$ cat src/rtl/pc_4_pkg.sv
// Shared definitions for the pc_4 program counter: PC width, wrap value and FSM state encoding.
package pc_4_pkg;

  localparam int PC_W = 4;
  localparam logic [PC_W-1:0] PC_MAX = '1;

  typedef enum logic [1:0] {
    IDLE = 2'b00,
    RUN  = 2'b01,
    HALT = 2'b10
  } state_e;

endpackage

$ cat src/rtl/pc_4_mux2_4.sv
// mux2_4: 4-bit two-way select used for the next-PC choice (s=0 -> a, s=1 -> b).
module mux2_4
  import pc_4_pkg::*;
(
  input  logic [PC_W-1:0] a,
  input  logic [PC_W-1:0] b,
  input  logic            s,
  output logic [PC_W-1:0] out
);

  assign out = s ? b : a;

endmodule

$ cat src/rtl/pc_4.sv
// pc_4: 4-bit program counter offered downstream over valid/ready, sequenced by IDLE/RUN/HALT.
// Build option PC_JMPCNT_EN adds the saturating taken-jump counter on port jmp_cnt.
//
// state | meaning
// IDLE  | waiting for en; pc held at RESET_PC
// RUN   | pc offered (valid=1); advances on each accepted transfer
// HALT  | pc frozen until resume without halt_req
module pc_4
  import pc_4_pkg::*;
#(
  parameter logic [PC_W-1:0] RESET_PC = 4'b0000
) (
  input  logic            clk,
  input  logic            reset,
  input  logic            en,
  input  logic            jump,
  input  logic [PC_W-1:0] target,
  input  logic            halt_req,
  input  logic            resume,
  input  logic            ready,
  output logic [PC_W-1:0] pc,
  output logic            valid,
  output logic [1:0]      state,
`ifdef PC_JMPCNT_EN
  output logic [PC_W-1:0] jmp_cnt,
`endif
  output logic            wrap
);

  state_e          state_q, state_d;
  logic [PC_W-1:0] pc_q, pc_d;
  logic [PC_W-1:0] pc_inc, pc_next;
  logic            wrap_q, wrap_d;
  logic            xfer;

  assign xfer   = (state_q == RUN) && ready;
  assign pc_inc = pc_q + PC_W'(1);

  mux2_4 u_next_mux (
    .a   (pc_inc),
    .b   (target),
    .s   (jump),
    .out (pc_next)
  );

  always_comb begin
    state_d = state_q;
    case (state_q)
      IDLE:    if (en) state_d = RUN;
      RUN:     if (halt_req) state_d = HALT;
      // halt_req has priority so a simultaneous resume cannot escape HALT
      HALT:    if (resume && !halt_req) state_d = RUN;
      default: state_d = IDLE;
    endcase
  end

  always_comb begin
    pc_d   = pc_q;
    wrap_d = 1'b0;
    if (xfer) begin
      pc_d   = pc_next;
      wrap_d = !jump && (pc_q == PC_MAX);
    end
  end

  always_ff @(posedge clk or posedge reset) begin
    if (reset) begin
      state_q <= IDLE;
      pc_q    <= RESET_PC;
      wrap_q  <= 1'b0;
    end else begin
      state_q <= state_d;
      pc_q    <= pc_d;
      wrap_q  <= wrap_d;
    end
  end

`ifdef PC_JMPCNT_EN
  logic [PC_W-1:0] jmp_cnt_q, jmp_cnt_d;

  always_comb begin
    jmp_cnt_d = jmp_cnt_q;
    if (xfer && jump && (jmp_cnt_q != PC_MAX)) jmp_cnt_d = jmp_cnt_q + PC_W'(1);
  end

  always_ff @(posedge clk or posedge reset) begin
    if (reset) jmp_cnt_q <= '0;
    else       jmp_cnt_q <= jmp_cnt_d;
  end

  assign jmp_cnt = jmp_cnt_q;
`endif

  assign pc    = pc_q;
  assign valid = (state_q == RUN);
  assign state = state_q;
  assign wrap  = wrap_q;

endmodule
$ cat config.mk
export PLATFORM = sky130hd
export DESIGN_NAME = pc_4
export DESIGN_NICKNAME = d
export VERILOG_FILES = /design/src/rtl/pc_4_pkg.sv /design/src/rtl/pc_4_mux2_4.sv /design/src/rtl/pc_4.sv
export SDC_FILE = /design/constraint.sdc
export NUM_CORES = 1
export LEC_CHECK = 0
export BUFFER_PORTS_ARGS = -buffer_cell sky130_fd_sc_hd__buf_2
export CAP_MARGIN = 40
export CORE_AREA = 2 2 39 41
export DETAILED_ROUTE_END_ITERATION = 12
export DIE_AREA = 0 0 41 43
export GPL_TIMING_DRIVEN = 1
export PLACE_DENSITY = 0.53
export SLEW_MARGIN = 15
export SYNTH_ARGS = -nofsm -noshare
export SYNTH_HDL_FRONTEND = slang
export SYNTH_HIERARCHICAL = 1
export SYNTH_SLANG_ARGS = --single-unit
$ cat constraint.sdc
create_clock -name clk -period 2.05 [get_ports clk]
set_input_delay 0.5125 -clock clk [delete_from_list [all_inputs] [get_ports clk]]
set_output_delay 0.5125 -clock clk [all_outputs]
set_load 0.005 [all_outputs]
# Yosys cells after proc, flatten, opt, wreduce, memory -nomap -nowiden
# Index checks and enable logic that the tools add are counted.
[op_classes]
add_sub_neg = 1
multipliers = 0
div = 0
order_cmp = 0
eq_ne = 6
shift = 0
n_mux = 6
bitwise_logic = 0
n_reduce_logical = 7
[op_table]
columns = ["operator", "count"]
rows = [
  ["2-bit two-way mux", 3],
  ["2-bit inequality test (second input constant)", 3],
  ["2-bit case mux with 3 select lines", 1],
  ["4-bit by 1-bit adder with 4-bit output (second input constant)", 1],
  ["4-bit == test (second input constant)", 1],
  ["4-bit two-way mux", 1],
  ["1-bit logical AND", 3],
  ["3-bit AND reduction", 1],
  ["2-bit by 1-bit == test with 1-bit output (second input constant)", 1],
  ["2-bit == test (second input constant)", 1],
  ["1-bit zero test", 2],
  ["2-bit zero test", 1],
  ["1-bit two-way mux", 1],
]
[totals]
regBits = 7
latch_bits = 0
ramBits = 0
mem_bits_ro = 0
out_inout_bits = 8
elab_cells = 23
memories = 0

# Logic depth before layout (Yosys ltp)
# Gate-level depths: netlist of the first run.
[depth]
ltp_word = 4
depth_mapped = 4

# Modules after synthesis
# Netlist of the first run, hierarchy kept.
[modules_own_cells]
columns = ["module", "instances", "cells_each", "area_per_inst_um2", "seq_area_each_um2"]
rows = [
  ["pc_4", 1, 28, 371.6, 175.2],
  ["mux2_4", 1, 4, 45.0, 0.0],
]

# Least setup slack after synthesis of the first run
# Ideal clock, no wire load.
[synth_path]
path_type = "reg-to-reg"
startpoint = "register pc_q[0], in the netlist pc[0]"
endpoint = "register pc_q[2], in the netlist pc[2]"
setup_time_ns = 0.125
arrival_ns = 1.268
required_ns = 1.925
path_slack_ns = 0.657
path_stages_with_launch = 5
cell_sequence = "dfrtp_1 -> ha_1 -> xor2_1 -> mux2_2 -> mux2_4"
[synth_via]
elab_chain_cells = 2
[synth_lines]
columns = ["item", "line", "rtl"]
rows = [
  ["from (decl)", "pc_4.sv:31", "logic [PC_W-1:0] pc_q, pc_d;"],
  ["from (signal assigned)", "pc_4.sv:73", "pc_q <= pc_d;"],
  ["4-bit by 1-bit adder with 4-bit output", "pc_4.sv:37", "assign pc_inc = pc_q + PC_W'(1);"],
  ["net pc_inc[2]", "pc_4.sv:32", "logic [PC_W-1:0] pc_inc, pc_next;"],
  ["4-bit two-way mux", "pc_4_mux2_4.sv:11", "assign out = s ? b : a;"],
  ["net pc_next[2]", "pc_4.sv:32", ""],
]
# The timed path passes the listed nets, and every way through them passes these cells.
# A chain may end at the register's enable or synchronous reset.

# Worst setup path in the final report of the first run
[layout_path]
startpoint = "register state_q[0], in the netlist state[0]"
endpoint = "output port valid"
[layout_via]
elab_chain_cells = 1
[layout_lines]
columns = ["item", "line", "rtl"]
rows = [
  ["from (decl)", "pc_4.sv:30", "state_e state_q, state_d;"],
  ["from (signal assigned)", "pc_4.sv:72", "state_q <= state_d;"],
  ["2-bit by 1-bit == test with 1-bit output", "pc_4.sv:95", "assign valid = (state_q == RUN);"],
  ["to (decl)", "pc_4.sv:22", "output logic valid,"],
]
# Every way passes these cells.

==> results_dict.tcl, run 1 <==
set metrics [dict create \
    status "finished, final reports clean" \
    start_util_pct 30.1 \
    route.vias.total 309 \
    min_period_ns 1.56 \
    cts_max_level 1 \
    startpoint_type "register" \
    holdWs_ns 0.186 \
    drc 0 \
    grt_use_met2_pct 18.4 \
    critPathCaptureType "primary output" \
    netlist_area_um2 417 \
    clk_path_buf_depth 2 \
    cap_violations 0 \
    cts_tree "built" \
    maxSlewHeadroom_pct 80.9 \
    cts_setup_buffers 0 \
    first_global_vias 339 \
    use_met1_pct 14.1 \
    grt_overflow 0 \
    synth_xor_area_share_pct 4.20 \
    synth_seq_area_share_pct 42.0 \
    grt_pass1_wl_um 1430 \
    synth_fa_ha_area_share_pct 3.00 \
    clock.fmax_ghz 0.640 \
    finalClockSkew_ns 0.00259 \
    irDropWorstVdd_mv 0.486 \
    die_area_mm2 0.00176 \
    path_buf_inv 1 \
    drt_iter0_markers 1 \
    setup_viol 0 \
    avgRoutedWirePerCell_um 11.3 \
    dp_hpwl_um 632 \
    critical_path.top_delay_family "flip-flops" \
    cts_hold_buffers 0 \
    cp_slowest_cell "dfrtp_1" \
    die_y_um 43 \
    ios 19 \
    p_leak_nw 0.300 \
    grtUsageMet3_pct 3.14 \
    fill_cells 145 \
    syn_inst 32 \
    diodes 0 \
    tightest_slew_ns 0.286 \
    synth_top_family_by_area "multiplexers" \
    cp.required_ns 1.54 \
    top_usage_layer "met2" \
    hold_path_class "in2async" \
    synth_compound_area_share_pct 5.41 \
    num_rows 14 \
    syn_nets 44 \
    yosys_register_bits 7 \
    critPathArrivalTime_ns 1.05 \
    cts-resized-gates 0 \
    final_hold_viol_count 0 \
    ys_types 18 \
    syn2layout_area_growth_pct 32.7 \
    synthMuxAreaShare_pct 25.2 \
    core_area_mm2 0.00138 \
    cts_buffers 3 \
    wirelength_um 789 \
    via_per_inst 4.41 \
    grtUsageTotal_pct 12.4 \
    portBuffers 18 \
    cp_num_cells 2 \
    synthSimpleGateAreaFrac_pct 18.3 \
    multi_input_area_um2 234 \
    final_nets 67 \
    worstSkewPairLatency_ns 0.25 \
    drtAntennaViolNets 0 \
    path_cells "and2b_2, buf_2" \
    register_area_um2 175 \
    fin_crit_sh_pct 76.2 \
    critPathMaxFanout 6 \
    setup_tns_ns 0 \
    crit_type "reg2out" \
    r2r_cells 4 \
    routabilityCongestion 0.649 \
    clkTransAtPathRegs_ns 0.06 \
    cpPeakStageDelay_ns 0.44 \
    die_x_um 41 \
    power_density_mw_per_mm2 1410 \
    layout-drive-gt1-share_pct 59.3 \
    root_buffer "clkbuf_4" \
    maxSlewViolCount 0 \
    cts.sinks 7 \
    yosysWarnings 6 \
    grt_setup_unrepaired "false" \
    grt_max_degree 8 \
    antenna_found_initial 0 \
    firstDrtPassIters 2 \
    avgSynthCellArea_um2 13.0 \
]
-- sequential cells by signal, summed over array words and instances (netlist names) --
| name | cells |
|---|---|
| pc | 4 |
| state | 2 |
| wrap | 1 |
-- routing by layer --
metal | routed length, µm | vias up
met3 | 34 | 0
li1 | - | 159
met4 | 0 | 0
met5 | 0 | -
met2 | 412 | 8
met1 | 342 | 142
-- cells by family (layout without fill, tap and decap cells) --
group | after synthesis | count (layout)
compound gates | 3 | 3
xor+xnor | 2 | 2
fa+ha+maj | 1 | 1
buf+inv | 2 | 24
flops | 7 | 7
mux | 8 | 8
simple gates | 9 | 9
-- power by group --
group	switching, mW	internal (mW)
clock network	0.0529	0.0744
logic	0.126	0.243
registers	0.0815	0.201
-- final cells by class --
class | count | share of cell area (%)
repair buffers | 18 | 16.3
multi-input cells | 23 | 42.3
well taps | 16 | 3.62
clock buffers | 4 | 4.75
inverters | 2 | 1.36
flip-flops and latches | 7 | 31.7
-- synthesized netlist by cell type --
cell      count  area share (%)
a22o_1        1             2.1
and2b_2       2             4.2
and3b_1       1             2.1
dfrtp_1       7              42
ha_1          1             3.0
inv_1         2             1.8
mux2_2        4              11
mux2_4        4              14
nand2b_1      1             1.5
nand3_1       1             1.2
nand3b_4      1             4.8
nand4b_1      1             2.1
nor2_1        1            0.90
nor2b_1       1             1.5
o21ai_0       1             1.2
o31a_1        1             2.1
xnor2_1       1             2.1
xor2_1        1             2.1
-- worst reg2reg max path, cell delays in order (launching register included) --
cell and delay, ns:
dfrtp_1 0.41, ha_1 0.24, xor2_1 0.14, mux2_2 0.26, mux2_4 0.26
-- worst paths after layout --
path                            end     start  slack (ns)
setup / recovery              valid  state[0]        0.49
hold / removal             state[0]     reset        0.19
min in group clk           state[1]  halt_req        0.52
setup reg to reg              pc[2]     pc[0]        0.62
hold reg to reg               pc[3]     pc[3]        0.58
max in group asynchronous     pc[1]     reset        1.64
-- metrics by stage --
step	power [mW]	instance area, µm²	setup slack, ns	utilization (%)	cells
2_1_floorplan	0.530	417	0.657	-	32
3_3_place_gp	0.656	527	0.657	38.1	66
3_5_place_dp	0.659	527	0.629	38.1	66
4_1_cts	0.791	553	0.479	40.0	70
5_1_grt	0.852	553	0.446	40.0	70
6_report	0.779	553	0.487	40.0	70
-- placed cells by master, fill, tap and decap left out --
master and n:
and3b_1 1, a22o_1 1, dfrtp_1 7, nand4b_1 1, mux2_4 4, nand3b_4 1, clkbuf_1 1, clkbuf_4 3
o31a_1 1, nor2_1 1, nand2b_1 1, ha_1 1, xor2_1 1, inv_1 2, mux2_2 4, nor2b_1 1
buf_2 18, nand3_1 1, xnor2_1 1, and2b_2 2, o21ai_0 1
Power figures use the tool's default switching activity.
==> run 2, diff against run 1 <==
Settings changed: PLACE_DENSITY 0.53 to 0.55.
Clock period 2.05 ns to 1.4 ns, I/O delays scaled along.
==> run 2 against run 1 <==
Compared with the run above: non-clock buffer count rose by 4; combinational power rose by 71%; routed wire length rose by 0.25%; critical endpoint is now pc[2]; largest power group unchanged.
==> results_dict.tcl, run 2 (synthesis results as in run 1) <==
set metrics [dict create \
    power_density_mw_per_mm2 2080 \
    critPathMaxFanout 3 \
    irDropWorstVdd_mv 0.873 \
    path_cells "ha_2, xor2_1, mux2_2, mux2_4" \
    die_area_mm2 0.00176 \
    num_rows 14 \
    avgRoutedWirePerCell_um 10.7 \
    route.vias.total 328 \
    cts_max_level 1 \
    portBuffers 18 \
    final_hold_viol_count 0 \
    diodes 0 \
    rrSetupSlack_ns 0.03 \
    drt_iter0_markers 0 \
    drc 0 \
    critPathArrivalTime_ns 1.50 \
    tightest_slew_ns 0.278 \
    routabilityCongestion 0.647 \
    cts.sinks 7 \
    setup_tns_ns 0 \
    ios 19 \
    first_global_vias 286 \
    cpPeakStageDelay_ns 0.39 \
    die_y_um 43 \
    min_period_ns 1.37 \
    via_per_inst 4.43 \
    final_nets 71 \
    setup_viol 0 \
    grt_max_degree 8 \
    fin_util_pct 42.6 \
    cts_tree "built" \
    clk_path_buf_depth 2 \
    worstSkewPairLatency_ns 0.25 \
    die_x_um 41 \
    maxSlewViolCount 0 \
    fin_crit_sh_pct 97.7 \
    fill_cells 143 \
    clock.fmax_ghz 0.731 \
    critPathCaptureType "register" \
    critical_path.top_delay_family "multiplexers" \
    dp.cells 68 \
    cp.required_ns 1.53 \
    start_util_pct 30.1 \
    grt_overflow 0 \
    status "finished, final reports clean" \
    cp_slowest_cell "dfrtp_1" \
    antenna_found_initial 0 \
    startpoint_type "register" \
    maxSlewHeadroom_pct 81.4 \
    finalClockSkew_ns 0.00544 \
    hold_path_class "in2async" \
    wirelength_um 791 \
    largest_reg_flops 4 \
    fin_cells 74 \
    firstDrtPassIters 1 \
    holdWs_ns 0.0211 \
    drtAntennaViolNets 0 \
    dp_hpwl_um 625 \
    grtUsageTotal_pct 11.1 \
    reg2reg_to "pc[2]" \
    cap_violations 0 \
    cts_buffers 3 \
    core_area_mm2 0.00138 \
    r2r-start "pc[0]" \
    final_common_cell "buf_2" \
    crit_type "reg2reg" \
    p_leak_nw 0.315 \
    root_buffer "clkbuf_4" \
    path_buf_inv 0 \
    syn2layout_area_growth_pct 41.4 \
    layout-drive-gt1-share_pct 69.0 \
    clkTransAtPathRegs_ns 0.05 \
    final_cell_mix "18 x buf_2, 4 x mux2_4, 4 x dfrtp_1, 4 x buf_4, 4 x mux2_2" \
    grt_pass1_wl_um 1210 \
    r2r_cells 4 \
    power.total_mw 1.23 \
    grt_setup_unrepaired "true" \
]
run 2: changes by cell type in the layout (fill, tap and decap cells not counted), sizes merged:
cell  delta
buf      +4
run 2: worst register-to-register path, cell delays in order (launching register included):
cell     delay [ns]
dfrtp_1        0.39
ha_2           0.20
xor2_1         0.14
mux2_2         0.26
mux2_4         0.27
run 2: per-stage QoR:
step | cell area (µm²) | setup WS (ns)
floorplan | 417 | 0.00702
global placement | 542 | 0.0375
detailed placement | 542 | -0.00620
finish | 589 | 0.0327
global route | 589 | -0.00653
CTS | 572 | -0.00566
run 2: worst max-delay path by stage:
stage	to	depth (start not counted)	from	slack (ns)
final	pc[2]	4	pc[0]	0.03
after global routing	valid	2	state[0]	-0.007
after CTS	valid	2	state[1]	-0.006
after detailed placement	pc[2]	4	pc[0]	-0.006
after global placement	pc[2]	4	pc[0]	0.04
after floorplan	pc[2]	4	pc[0]	0.007
run 2: cell type report:
| cell class | count | area (µm²) | area share (%) |
|---|---|---|---|
| Clock buffer | 4 | 26.3 | 4.46 |
| Tap cell | 16 | 20.0 | 3.40 |
| Timing Repair Buffer | 22 | 120 | 20.4 |
| Multi-Input combinational cell | 23 | 236 | 40.1 |
| Inverter | 2 | 7.51 | 1.27 |
| Sequential cell | 7 | 179 | 30.4 |
run 2: per-layer routing:
metal  vias to the layer above  track usage, %  share of wire [%]
met1                       148            12.4                 42
met2                        13            15.0                 49
met3                         0            6.28                8.6
met4                         0            8.00                  0
met5                         -               0                  0
li1                        167               -                  -
run 2: repair_timing:
action                     4_1_cts  5_1_grt
setup endpoints to repair        2        3
buffers inserted                 0        2
gates resized for setup          2        2
hold buffers                     0        0
run 2: where the power goes:
group | total, mW | switching, mW | leakage, nW | internal [mW]
clock network | 0.182 | 0.0735 | 0.0150 | 0.109
logic | 0.632 | 0.207 | 0.218 | 0.425
registers | 0.411 | 0.108 | 0.0824 | 0.303
total | 1.23 | 0.388 | 0.315 | 0.837
